## src/rtl/safe_pkg.sv

```systemverilog
// Shared types and constants for the safe unlock sequencer.
// The PROG state exists only when SAFE_REPROGRAM_EN is defined.
package safe_pkg;

    localparam int unsigned DIGIT_W = 4;

    typedef logic [DIGIT_W-1:0] digit_t;

    localparam digit_t MAX_DIGIT = digit_t'(9);

`ifdef SAFE_REPROGRAM_EN
    typedef enum logic [2:0] {
        IDLE    = 3'd0,
        ENTRY   = 3'd1,
        CHECK   = 3'd2,
        OPEN    = 3'd3,
        LOCKOUT = 3'd4,
        PROG    = 3'd5
    } state_e;
`else
    typedef enum logic [2:0] {
        IDLE    = 3'd0,
        ENTRY   = 3'd1,
        CHECK   = 3'd2,
        OPEN    = 3'd3,
        LOCKOUT = 3'd4
    } state_e;
`endif

endpackage

```

## src/rtl/safe_timer.sv

```systemverilog
// Loadable down-counter with a zero flag; shared by the OPEN hold and LOCKOUT windows.
module safe_timer #(
    parameter int unsigned W = 10
) (
    input  logic         clk,
    input  logic         rst_n,
    input  logic         load,
    input  logic [W-1:0] load_val,
    input  logic         dec,
    output logic         zero_c
);

    logic [W-1:0] count_q;

    always_ff @(posedge clk or negedge rst_n) begin
        if (!rst_n) begin
            count_q <= '0;
        end else if (load) begin
            count_q <= load_val;
        end else if (dec && !zero_c) begin
            count_q <= count_q - W'(1);
        end
    end

    assign zero_c = (count_q == '0);

endmodule

```

## src/rtl/safe_unlock_sequencer.sv

```systemverilog
// Digital safe controller: code entry, compare, open hold window, failed-attempt lockout.
// Define SAFE_REPROGRAM_EN to add the prog input and the PROG (code rewrite) state.
module safe_unlock_sequencer
    import safe_pkg::*;
#(
    parameter int unsigned               CODE_LEN    = 4,
    parameter int unsigned               MAX_FAILS   = 3,
    parameter int unsigned               LOCK_CYCLES = 1000,
    parameter int unsigned               OPEN_CYCLES = 500,
    parameter logic [CODE_LEN*DIGIT_W-1:0] RESET_CODE = 16'h1234
) (
    input  logic       clk,
    input  logic       rst_n,
    input  digit_t     digit,
    input  logic       digit_vld,
    input  logic       clear,
    input  logic       relock,
`ifdef SAFE_REPROGRAM_EN
    input  logic       prog,
`endif
    output logic       locked,
    output logic       unlocked,
    output logic       alarm,
    output logic [2:0] entry_cnt,
    output logic [3:0] fail_cnt
);

    localparam int unsigned CODE_W    = CODE_LEN * DIGIT_W;
    localparam int unsigned TMR_MAX   = (OPEN_CYCLES > LOCK_CYCLES) ? OPEN_CYCLES : LOCK_CYCLES;
    localparam int unsigned TMR_W     = ($clog2(TMR_MAX) < 1) ? 1 : $clog2(TMR_MAX);
    localparam logic [2:0]  LAST_IDX  = 3'(CODE_LEN - 1);
    localparam logic [3:0]  FAIL_LAST = 4'(MAX_FAILS - 1);

    state_e              state_q, state_d;
    logic [CODE_W-1:0]   entry_q, entry_d;
    logic [CODE_W-1:0]   shifted_c;
    logic [CODE_W-1:0]   code_cur;
    logic [2:0]          ecnt_d;
    logic [3:0]          fcnt_d;
    logic                unlocked_d, alarm_d;
    logic                digit_ok_c;
    logic                tmr_load, tmr_dec, tmr_zero_c;
    logic [TMR_W-1:0]    tmr_val;

    // Digits above 9 are treated as if no strobe happened.
    assign digit_ok_c = digit_vld && (digit <= MAX_DIGIT);
    // New digit enters the LS nibble so the first digit ends up in the MS nibble.
    assign shifted_c  = CODE_W'({entry_q, digit});

`ifdef SAFE_REPROGRAM_EN
    logic [CODE_W-1:0] code_q, code_d;

    always_ff @(posedge clk or negedge rst_n) begin
        if (!rst_n) begin
            code_q <= RESET_CODE;
        end else begin
            code_q <= code_d;
        end
    end

    assign code_cur = code_q;
`else
    assign code_cur = RESET_CODE;
`endif

    safe_timer #(
        .W (TMR_W)
    ) u_timer (
        .clk      (clk),
        .rst_n    (rst_n),
        .load     (tmr_load),
        .load_val (tmr_val),
        .dec      (tmr_dec),
        .zero_c   (tmr_zero_c)
    );

    always_ff @(posedge clk or negedge rst_n) begin
        if (!rst_n) begin
            state_q   <= IDLE;
            entry_q   <= '0;
            entry_cnt <= '0;
            fail_cnt  <= '0;
            locked    <= 1'b1;
            unlocked  <= 1'b0;
            alarm     <= 1'b0;
        end else begin
            state_q   <= state_d;
            entry_q   <= entry_d;
            entry_cnt <= ecnt_d;
            fail_cnt  <= fcnt_d;
            locked    <= ~unlocked_d;
            unlocked  <= unlocked_d;
            alarm     <= alarm_d;
        end
    end

    always_comb begin
        state_d  = state_q;
        entry_d  = entry_q;
        ecnt_d   = entry_cnt;
        fcnt_d   = fail_cnt;
        tmr_load = 1'b0;
        tmr_val  = '0;
        tmr_dec  = 1'b0;
`ifdef SAFE_REPROGRAM_EN
        code_d   = code_q;
`endif

        case (state_q)
            IDLE: begin
                if (!clear && digit_ok_c) begin
                    entry_d = shifted_c;
                    ecnt_d  = 3'd1;
                    state_d = (CODE_LEN == 1) ? CHECK : ENTRY;
                end
            end
            ENTRY: begin
                if (clear) begin
                    state_d = IDLE;
                end else if (digit_ok_c) begin
                    entry_d = shifted_c;
                    ecnt_d  = entry_cnt + 3'd1;
                    if (entry_cnt == LAST_IDX) begin
                        state_d = CHECK;
                    end
                end
            end
            CHECK: begin
                entry_d = '0;
                ecnt_d  = '0;
                if (entry_q == code_cur) begin
                    fcnt_d   = '0;
                    state_d  = OPEN;
                    tmr_load = 1'b1;
                    tmr_val  = TMR_W'(OPEN_CYCLES - 1);
                end else begin
                    if (fail_cnt < 4'(MAX_FAILS)) begin
                        fcnt_d = fail_cnt + 4'd1;
                    end
                    if (fail_cnt >= FAIL_LAST) begin
                        state_d  = LOCKOUT;
                        tmr_load = 1'b1;
                        tmr_val  = TMR_W'(LOCK_CYCLES - 1);
                    end else begin
                        state_d = IDLE;
                    end
                end
            end
            OPEN: begin
                if (relock || tmr_zero_c) begin
                    state_d = IDLE;
`ifdef SAFE_REPROGRAM_EN
                end else if (prog) begin
                    state_d = PROG;
                    entry_d = '0;
                    ecnt_d  = '0;
`endif
                end else begin
                    tmr_dec = 1'b1;
                end
            end
            LOCKOUT: begin
                // Only timer expiry (or reset) leaves lockout.
                if (tmr_zero_c) begin
                    state_d = IDLE;
                    fcnt_d  = '0;
                end else begin
                    tmr_dec = 1'b1;
                end
            end
`ifdef SAFE_REPROGRAM_EN
            PROG: begin
                if (clear) begin
                    state_d = IDLE;
                end else if (digit_ok_c) begin
                    entry_d = shifted_c;
                    ecnt_d  = entry_cnt + 3'd1;
                    if (entry_cnt == LAST_IDX) begin
                        code_d  = shifted_c;
                        state_d = IDLE;
                    end
                end
            end
`endif
            default: begin
                state_d = IDLE;
            end
        endcase

        // Every return to IDLE starts a fresh attempt.
        if (state_d == IDLE) begin
            entry_d = '0;
            ecnt_d  = '0;
        end

`ifdef SAFE_REPROGRAM_EN
        unlocked_d = (state_d == OPEN) || (state_d == PROG);
`else
        unlocked_d = (state_d == OPEN);
`endif
        alarm_d    = (state_d == LOCKOUT);
    end

endmodule

```

## config.mk

```make
export PLATFORM = sky130hd
export DESIGN_NAME = safe_unlock_sequencer
export DESIGN_NICKNAME = d
export VERILOG_FILES = /design/src/rtl/safe_pkg.sv /design/src/rtl/safe_timer.sv /design/src/rtl/safe_unlock_sequencer.sv
export SDC_FILE = /design/constraint.sdc
export NUM_CORES = 1
export LEC_CHECK = 0
export CAP_MARGIN = 20
export CORE_MARGIN = 10
export CORE_UTILIZATION = 54
export CTS_BUF_LIST = sky130_fd_sc_hd__clkbuf_8
export DETAILED_ROUTE_END_ITERATION = 6
export GPL_ROUTABILITY_DRIVEN = 0
export GPL_TIMING_DRIVEN = 0
export PLACE_DENSITY = 0.78
export SYNTH_ARGS = -nofsm -noshare
export SYNTH_HDL_FRONTEND = slang
export SYNTH_SLANG_ARGS = --single-unit
```

## constraint.sdc

```tcl
create_clock -name clk -period 1.7 [get_ports clk]
set_input_delay 0.51 -clock clk [delete_from_list [all_inputs] [get_ports clk]]
set_output_delay 0.51 -clock clk [all_outputs]
set_load 0.1 [all_outputs]
```

---- After elaboration in Yosys (flattened, before gate mapping) ----
Cells that the tools add are included.
storage, ports and cells
  bits in registers ....................... 39
  input bits .............................. 9
  output and inout port bits .............. 10
  logic and storage cells ................. 76
operators by class
  add/sub/neg operators ................... 3
  $lt $le $gt $ge ......................... 3
  eq/ne operators ......................... 13
  multiplexer cells ....................... 34
  bitwise logic cells ..................... 1
  reductions and logical operators ........ 14
operators with widths
  cell                                                                          number
  16-bit two-way mux                                                            4
  10-bit two-way mux                                                            5
  16-bit case mux with 3 select lines                                           1
  3-bit two-way mux                                                             12
  16-bit by 13-bit == test with 1-bit output, second input constant             1
  3-bit case mux with 5 select lines                                            1
  3-bit by 2-bit == test with 1-bit output, second input constant               4
  4-bit two-way mux                                                             3
  3-bit != test, second input constant                                          4
  10-bit zero test                                                              1
  10-bit by 1-bit subtractor with 10-bit output, second input constant          1
  3-bit case mux with 3 select lines                                            1
  4-bit case mux with 2 select lines                                            1
  3-bit == test, second input constant                                          2
  3-bit zero test                                                               2
  1-bit two-way mux                                                             5
  4-bit by 1-bit adder with 4-bit output, second input constant                 1
  4-bit by 2-bit >= comparator with 1-bit output, second input constant         1
  4-bit less-or-equal comparator, second input constant                         1
  4-bit by 2-bit less-than comparator with 1-bit output, second input constant  1
  4-bit AND reduction                                                           1
  2-bit nonzero test                                                            2
  4-bit nonzero test                                                            1
  3-bit by 1-bit adder with 3-bit output, second input constant                 1
  8 further kinds                                                               11

---- Depth between registers and ports, before layout ----
Gate-level depths: netlist (run 1).
  depth after elaboration ................. 8
  depth in mapped cells ................... 8
  mapped depth without buffers ............ 7

---- Hierarchy ----
From an unflattened synthesis (run 1), not the netlist that was laid out.
unflattened totals
  cell total of the unflattened synthesis .. 230
  area total of the unflattened synthesis .. 2298.5 um^2
modules (own cells, without submodules)
  module                 instances  cells each  area an instance (um^2)  seq. area each (um^2)
  safe_unlock_sequencer  1          158         1649.1                   726.9
  safe_timer             1          72          649.4                    250.2

---- Least setup slack after synthesis (run 1) ----
Ideal clock, no wire load.
  path type ............................... register to register
  start ................................... register fail_cnt[0]
  end ..................................... register entry_q[15]
  library setup time ...................... 119 ps
  arrival time ............................ 2426 ps
  required time ........................... 1581 ps
  slack ................................... -845 ps
  stages on the path, launching flop included .. 8
  path buffers ............................ 1
  clock period less this slack ............ 2545 ps
  cells stage by stage .................... dfrtp_1 > inv_1 > ha_1 > or4_1 > o21ai_2 > and2_1 > buf_4 > nor2_2
between the ends
  word-level cells in the longest chain between the ends .. 7
  elaborated cells between the ends (all ways) .. 11
  those cells by class .................... order compare (1); eq/ne (3); mux (4); reduce/logical (3)
RTL lines
  what                                                                  RTL line                      text
  from (decl)                                                           safe_unlock_sequencer.sv:25   output logic [3:0] fail_cnt
  from (signal assigned)                                                safe_unlock_sequencer.sv:90   fail_cnt <= fcnt_d;
  4-bit by 2-bit >= comparator with 1-bit output (*)                    safe_unlock_sequencer.sv:140  if (fail_cnt >= FAIL_LAST) begin
  3-bit two-way mux (*)                                                 safe_unlock_sequencer.sv:140
  3-bit two-way mux (*)                                                 safe_unlock_sequencer.sv:131  if (entry_q == code_cur) begin
  3-bit case mux with 5 select lines (*)                                safe_unlock_sequencer.sv:109  case (state_q)
  3-bit zero test (*)                                                   safe_unlock_sequencer.sv:191  if (state_d == IDLE) begin
  3-bit != test (no line) / 4-bit nonzero test (equally long branches)  -
  4-bit AND reduction (no line)                                         -
  to (signal assigned)                                                  safe_unlock_sequencer.sv:88   entry_q <= entry_d;
  to (decl)                                                             safe_unlock_sequencer.sv:35   logic [CODE_W-1:0] entry_q, entry_d;
Mark *: on every way between the ends. The rest lies on a longest branch, timed or not.
A chain may end at the register's enable or synchronous reset.

---- Worst setup path after layout (run 1) ----
  start ................................... register fail_cnt[1]
  end ..................................... register entry_cnt[1]
between the ends
  word-level cells in the longest chain between the ends .. 7
  elaborated cells between the ends (all ways) .. 11
  those cells by class .................... order compare (1); eq/ne (3); mux (4); reduce/logical (3)
RTL lines
  what                                                                  RTL line                      text
  4-bit by 2-bit >= comparator with 1-bit output (*)                    safe_unlock_sequencer.sv:140
  3-bit two-way mux (*)                                                 safe_unlock_sequencer.sv:140
  3-bit two-way mux (*)                                                 safe_unlock_sequencer.sv:131
  3-bit case mux with 5 select lines (*)                                safe_unlock_sequencer.sv:109
  3-bit zero test (*)                                                   safe_unlock_sequencer.sv:191
  3-bit != test (no line) / 4-bit nonzero test (equally long branches)  -
  4-bit AND reduction (no line)                                         -
  to (signal assigned)                                                  safe_unlock_sequencer.sv:89   entry_cnt <= ecnt_d;
  to (decl)                                                             safe_unlock_sequencer.sv:24   output logic [2:0] entry_cnt,
Marks and branches as above.

==> flow_metrics.env, run 1 <==
export IMPL_worstReg2RegEnd="entry_cnt[1]"
export IMPL_violations="negative setup slack"
export IMPL_die_area_mm2=0.00686
export IMPL_cp_end_kind="flop"
export IMPL_via_per_inst=6.13
export IMPL_ios=19
export IMPL_port_buffers=18
export IMPL_crit_type="reg -> reg"
export IMPL_mappedNetlistArea_mm2=0.00213
export IMPL_worst_slack_ns=-0.0871
export IMPL_synth_seq_area_share_pct=45.9
export IMPL_multi_input_area_mm2=0.00132
export IMPL_start_kind="flop"
export IMPL_drv_slew=0
export IMPL_layout_nets=270
export IMPL_layout_drive_gt1_share_pct=41.0
export IMPL_ys_flop_type="dfrtp_1"
export IMPL_critPathMaxFanout=6
export IMPL_synth_distinct_cells=52
export IMPL_rows=22
export IMPL_initial_core_util_pct=56.9
export IMPL_fp_dieW_um=82.8
export IMPL_r2r_slack_ns=-0.09
export IMPL_met3_usage_pct=3.13
export IMPL_antenna_cells=0
export IMPL_grt_pass1_wl_um=8970
export IMPL_final_cell_mix="31 x dfrtp_1, 22 x buf_4, 17 x nor2_1"
export IMPL_grt_max_degree=40
export IMPL_yosys_warnings=0
export IMPL_grtUsageMet1_pct=19.1
export IMPL_syn_to_final_growth_pct=36.8
export IMPL_cts_made_buffers=5
export IMPL_drt_iter0_markers=203
export IMPL_dp_slack_ns=-0.639
export IMPL_startpoint="fail_cnt[1]"
export IMPL_hpwl_um=3410
export IMPL_drt_total_wl_um=5830
export IMPL_cts_clk_slew_worst_paths_ns=0.08
export IMPL_grt_util_met2_pct=25.3
export IMPL_synth_nets=219
export IMPL_crit_required_ns=1.87
export IMPL_relSlewSlack_pct=41.1
export IMPL_max_cap_violations=0
export IMPL_p_per_area_mw_per_mm2=584
export IMPL_async_flop_share_pct=100
export IMPL_final_common_cell="dfrtp_1"
export IMPL_syn_area_per_cell_um2=10.4
export IMPL_cts_hold_buf=0
export IMPL_htreeDepth=2
export IMPL_drc_errors=0
export IMPL_root_buffer="clkbuf_8"
export IMPL_rsz0062_at_grt="true"
export IMPL_finalHoldViolations=0
export IMPL_ir_worst_vdd_mv=0.434
export IMPL_num_vias=1863
export IMPL_post_route_period_util_pct=105
export IMPL_final_seq_area_um2=991
export IMPL_grt_pass1_vias=1822
export IMPL_fin_tns_setup_ns=-0.907
export IMPL_rr_worst_depth=5
export IMPL_tightest_slew_ns=0.883
export IMPL_die_h_um=82.8
export IMPL_top_usage_layer="met2"
export IMPL_min_period_ns=1.79
export IMPL_grt_overflow=0
export IMPL_outcome="finished with violations"
export IMPL_post_route_util_pct=77.9
export IMPL_worstSetupEndpoint="entry_cnt[1]"
export IMPL_ys_ff_latch=39
export IMPL_r2r_start="fail_cnt[1]"
export IMPL_max_freq_mhz=560
export IMPL_post_drt_wl_per_cell_um=19.2
export IMPL_insertion_delay_ns=0.29
export IMPL_ctsLongestPathBuffers=2
export IMPL_synth_edf_count=0
export IMPL_cts_tree="yes"
export IMPL_postSynthCellCount=204
export IMPL_grt_use_total_pct=15.2
export IMPL_antenna_found_initial=0
export IMPL_ant_nets=0
export IMPL_drt_pass1_iter_count=4
export IMPL_clock_skew_ns=0.00609
export IMPL_fillerInstances=221
export IMPL_hold_path_class="in -> async"
export IMPL_crit_arrival_ns=1.96
export IMPL_core_area_mm2=0.00374
export IMPL_final_setup_viol_count=26
export IMPL_clkSinkCount=39
export IMPL_p_leak_nw=1.26
==> sequential cells by signal, indices dropped and copies added (netlist names) <==
| signal | cells |
|---|---|
| entry_cnt | 3 |
| state_q | 3 |
| fail_cnt | 4 |
| u_timer.count_q | 10 |
| entry_q | 16 |
| unlocked | 1 |
| locked | 1 |
| alarm | 1 |
==> repair_timing <==
| item | in CTS | in global routing |
|---|---|---|
| cloned | 1 | 0 |
| pin swaps | 17 | 17 |
| endpoints found under the hold margin | 0 | 0 |
| buffers inserted | 20 | 6 |
| gates resized for setup | 75 | 39 |
| setup endpoints to repair | 39 | 42 |
==> report_power, final <==
group | leakage (nW) | internal [W] | switching [W]
registers | 0.483 | 0.000932 | 0.00000609
logic | 0.724 | 0.0000749 | 0.0000897
clock network | 0.0505 | 0.000276 | 0.000325
==> layer usage <==
layer	part of all wire [%]	vias to the layer above
met4	1.6	0
met3	3.5	11
met5	0	-
li1	-	844
met2	51	48
met1	44	960
==> stage by stage <==
stage	power, W	hold WS, ns	instances	area, um2
floorplan	0.00102	0.214	204	2170
global placement	0.00108	0.501	270	2410
detailed placement	0.00108	0.519	270	2400
CTS	0.00169	0.363	298	2730
global route	0.00176	0.411	304	2920
finish	0.00170	0.331	304	2920
==> area by class of cell <==
| cell class | instances | area share (%) |
|---|---|---|
| Multi-Input combinational cell | 151 | 45.2 |
| Sequential cell | 39 | 34.0 |
| Timing Repair Buffer | 45 | 13.1 |
| Clock buffer | 5 | 2.36 |
| Tap cell | 48 | 2.06 |
| Buffer | 6 | 1.97 |
| Inverter | 7 | 0.901 |
| Clock inverter | 3 | 0.429 |
==> Yosys cell counts (3+ instances only) <==
| cell type | number | area, um2 |
|---|---|---|
| dfrtp_1 | 38 | 951 |
| nor4b_1 | 3 | 26.3 |
| nand3_1 | 9 | 45.0 |
| inv_1 | 7 | 26.3 |
| nand2b_1 | 4 | 25.0 |
| mux2i_1 | 11 | 110 |
| nor4_1 | 4 | 25.0 |
| buf_2 | 3 | 15.0 |
| nor2_1 | 19 | 71.3 |
| a21o_1 | 3 | 22.5 |
| nor2b_1 | 3 | 18.8 |
| ha_1 | 6 | 75.1 |
| xor2_1 | 5 | 43.8 |
| o22ai_1 | 3 | 18.8 |
| a22oi_1 | 5 | 37.5 |
| a2bb2oi_1 | 4 | 35.0 |
| o21ai_0 | 6 | 30.0 |
| and2_1 | 3 | 18.8 |
| nand2_1 | 16 | 60.1 |
| a21oi_1 | 6 | 30.0 |
| nor2_2 | 4 | 25.0 |
==> cells by family after synthesis <==
logic type               synth area share, %
buffers and inverters                   3.35
multiplexers                            5.17
flip-flops                              45.9
adder cells (fa/ha/maj)                 3.52
XOR/XNOR                                2.88
AO/OA/AOI/OAI                           14.4
AND/OR/NAND/NOR                         24.8
==> worst min path at each step <==
| stage | from | to | slack (ns) | depth (start not counted) |
|---|---|---|---|---|
| 6_report | rst_n | entry_q[8] | 0.33 | 1 |
| 5_1_grt | rst_n | entry_q[13] | 0.41 | 1 |
| 4_1_cts | rst_n | entry_q[13] | 0.36 | 1 |
| 3_5_place_dp | u_timer.count_q[8] | u_timer.count_q[8] | 0.52 | 2 |
| 3_3_place_gp | entry_q[12] | entry_q[12] | 0.50 | 2 |
| 2_1_floorplan | rst_n | alarm | 0.21 | 0 |
==> critical path: stages, from the launching register on <==
cell	delay, ns
dfrtp_4	0.52
buf_6	0.13
or4_4	0.51
o21ai_4	0.21
and2_4	0.24
a21oi_2	0.05
(Power assumes the default switching activity.)
==> run 2: changes to the inputs <==
--- a/config.mk
+++ b/config.mk
@@ -5,7 +5,7 @@
 export SDC_FILE = /design/constraint.sdc
 export NUM_CORES = 1
 export LEC_CHECK = 0
-export CAP_MARGIN = 20
+export CAP_MARGIN = 15
 export CORE_MARGIN = 10
 export CORE_UTILIZATION = 54
 export CTS_BUF_LIST = sky130_fd_sc_hd__clkbuf_8
==> results of run 2 <==
The final DEF is identical to that of run 1; final timing and power are the same.
==> RTL edit, RTL diff (settings of run 2) <==
Build with the macro `SAFE_REPROGRAM_EN` defined.
--- a/src/rtl/safe_pkg.sv
+++ b/src/rtl/safe_pkg.sv
@@ -2,2 +2,4 @@
 // The PROG state exists only when SAFE_REPROGRAM_EN is defined.
+`define SAFE_REPROGRAM_EN
+
 package safe_pkg;
Ports: changed (added prog); port bits go from 19 to 20. The function was not compared with the original's and may differ.
==> RTL edit against run 2 <==
- total power increased by 87%
- sequential cell count increased by 16
- final area increased by 38%
- first-iteration DRC count decreased by 44%
- sequential power increased by 62%
- setup slack got worse by 380 ps
- synthesized area increased by 38%
- routed wire length increased by 37%
- the run still ends with negative setup slack left
- largest cell class unchanged
==> RTL edit: results (changes against run 2) <==
{| class="wikitable"
! Metric !! Value
|-
| Final-layout fill cell count || 336 (+52%)
|-
| Vias || 2374 (+27%)
|-
| Area share of fa/ha/maj cells after synthesis || 2.55% (-0.97 points)
|-
| Global-route met2 utilization || 31.7% (+6.4 points)
|-
| Met1 usage || 21.3% (+2.2 points)
|-
| Xor/xnor cell area share of the yosys netlist || 6.85% (+4.0 points)
|-
| Relative contribution of the clock network to total power || 24.8% (-10 points)
|-
| Post-synth net total || 289 (+32%)
|-
| Launch point of the worst path || u_timer.count_q[6]
|-
| HPWL after DPL || 4720 um (+38%)
|-
| Later-pin clock latency in the skew report || 310 ps (+20 ps)
|-
| LEAKAGE || 1.79 nW (+42%)
|-
| Via/cell ratio || 5.98 (-2.4%)
|-
| Post-placement cell count || 363 (+34%)
|-
| Initial DRC Count || 114 (-44%)
|-
| Setup Viol. Count Final || 53 (+100%)
|-
| Critical path fanouts, max || 10 (+4)
|-
| Logic power comb || 0.000871 W (+430%)
|-
| Number of gates given a new drive strength after cts || 112 (+49%)
|-
| Sequential-to-total area share from yosys stat || 47.0% (+1.2 points)
|-
| Accumulated negative setup slack || -15260 ps (-14350 ps)
|-
| Share of cell area taken by muxes after synthesis || 13.3% (+8.1 points)
|-
| Final net count || 342 (+27%)
|-
| Vias in the first global route || 2514 (+38%)
|-
| Run status || finished with violations
|-
| Share of the synthesized area in the top cell type || 41.7% (-3.0 points)
|-
| Post-CTS setup buffer count || 21 (+5.0%)
|-
| Power share of the combinational group || 27.4% (+18 points)
|-
| Area of combinational cells with multiple inputs || 1770 um2 (+35%)
|-
| Final Worst Setup Slack || -464 ps (-377 ps)
|-
| CP max-delay cell || sky130_fd_sc_hd__or4_4
|-
| Drt total wl || 7970 um (+37%)
|-
| Met3 Track Usage GR || 3.12% (-0.0075 points)
|-
| Buffers added on ports || 19 (+1)
|-
| Instance area after placement || 3400 um2 (+42%)
|-
| Post-place setup slack || -863 ps (-224 ps)
|-
| Failing checks || negative setup slack
|-
| Maximum number of buffers from clock root to sink || 2 (unchanged)
|-
| Fin Clk Skew || 8.09 ps (+2.00 ps)
|-
| Global router's overall resource usage || 17.8% (+2.6 points)
|-
| Yosys warning total || 0 (unchanged)
|-
| Arrival time worst endpoint || 2370 ps (+410 ps)
|-
| First-pass GRT wire length || 12600 um (+41%)
|-
| Fraction of final layout cells with drive strength greater than 1 || 40.4% (-0.65 points)
|-
| Peak supply drop || 0.529 mV (+22%)
|-
| Tightest slew margin relative to the limit || 55.7% (+15 points)
|-
| Slowest cell delay on critical path || 560 ps (+40 ps)
|-
| Worst R2R End || entry_q[13]
|}
-- RTL edit: cell count changes in the layout (fill, tap and decap cells not counted), sizes merged, moves of 5 or more --
cell	delta
nor4b	-5
buf	+8
mux2i	+10
a21oi	+12
dfstp	+5
nand2	-10
a22oi	-6
dfrtp	+11
xor2	+16
and2	+13
nor2	-14
mux2	+16
-- RTL edit: critical path, delay by kind of cell, from the launching register on --
kind	cells	cell delay, ps
flip-flops	1	450
AND/OR/NAND/NOR	1	560
AO/OA/AOI/OAI	4	890
buffers and inverters	1	160
-- RTL edit: cell type report --
cell class / count / share of cell area (%)
tap: 70 / 2.18
clock buffer: 7 / 2.40
buffer: 12 / 3.52
sequential: 55 / 35.0
inverter: 10 / 0.935
multi-input combinational: 194 / 44.1
clock inverter: 1 / 0.0935
timing repair buffer: 48 / 11.8
-- RTL edit: metal layers --
metal | vias up | share of wire, %
met5 | - | 0
met3 | 15 | 2.9
met2 | 64 | 53
met1 | 1212 | 42
met4 | 0 | 1.8
li1 | 1083 | -
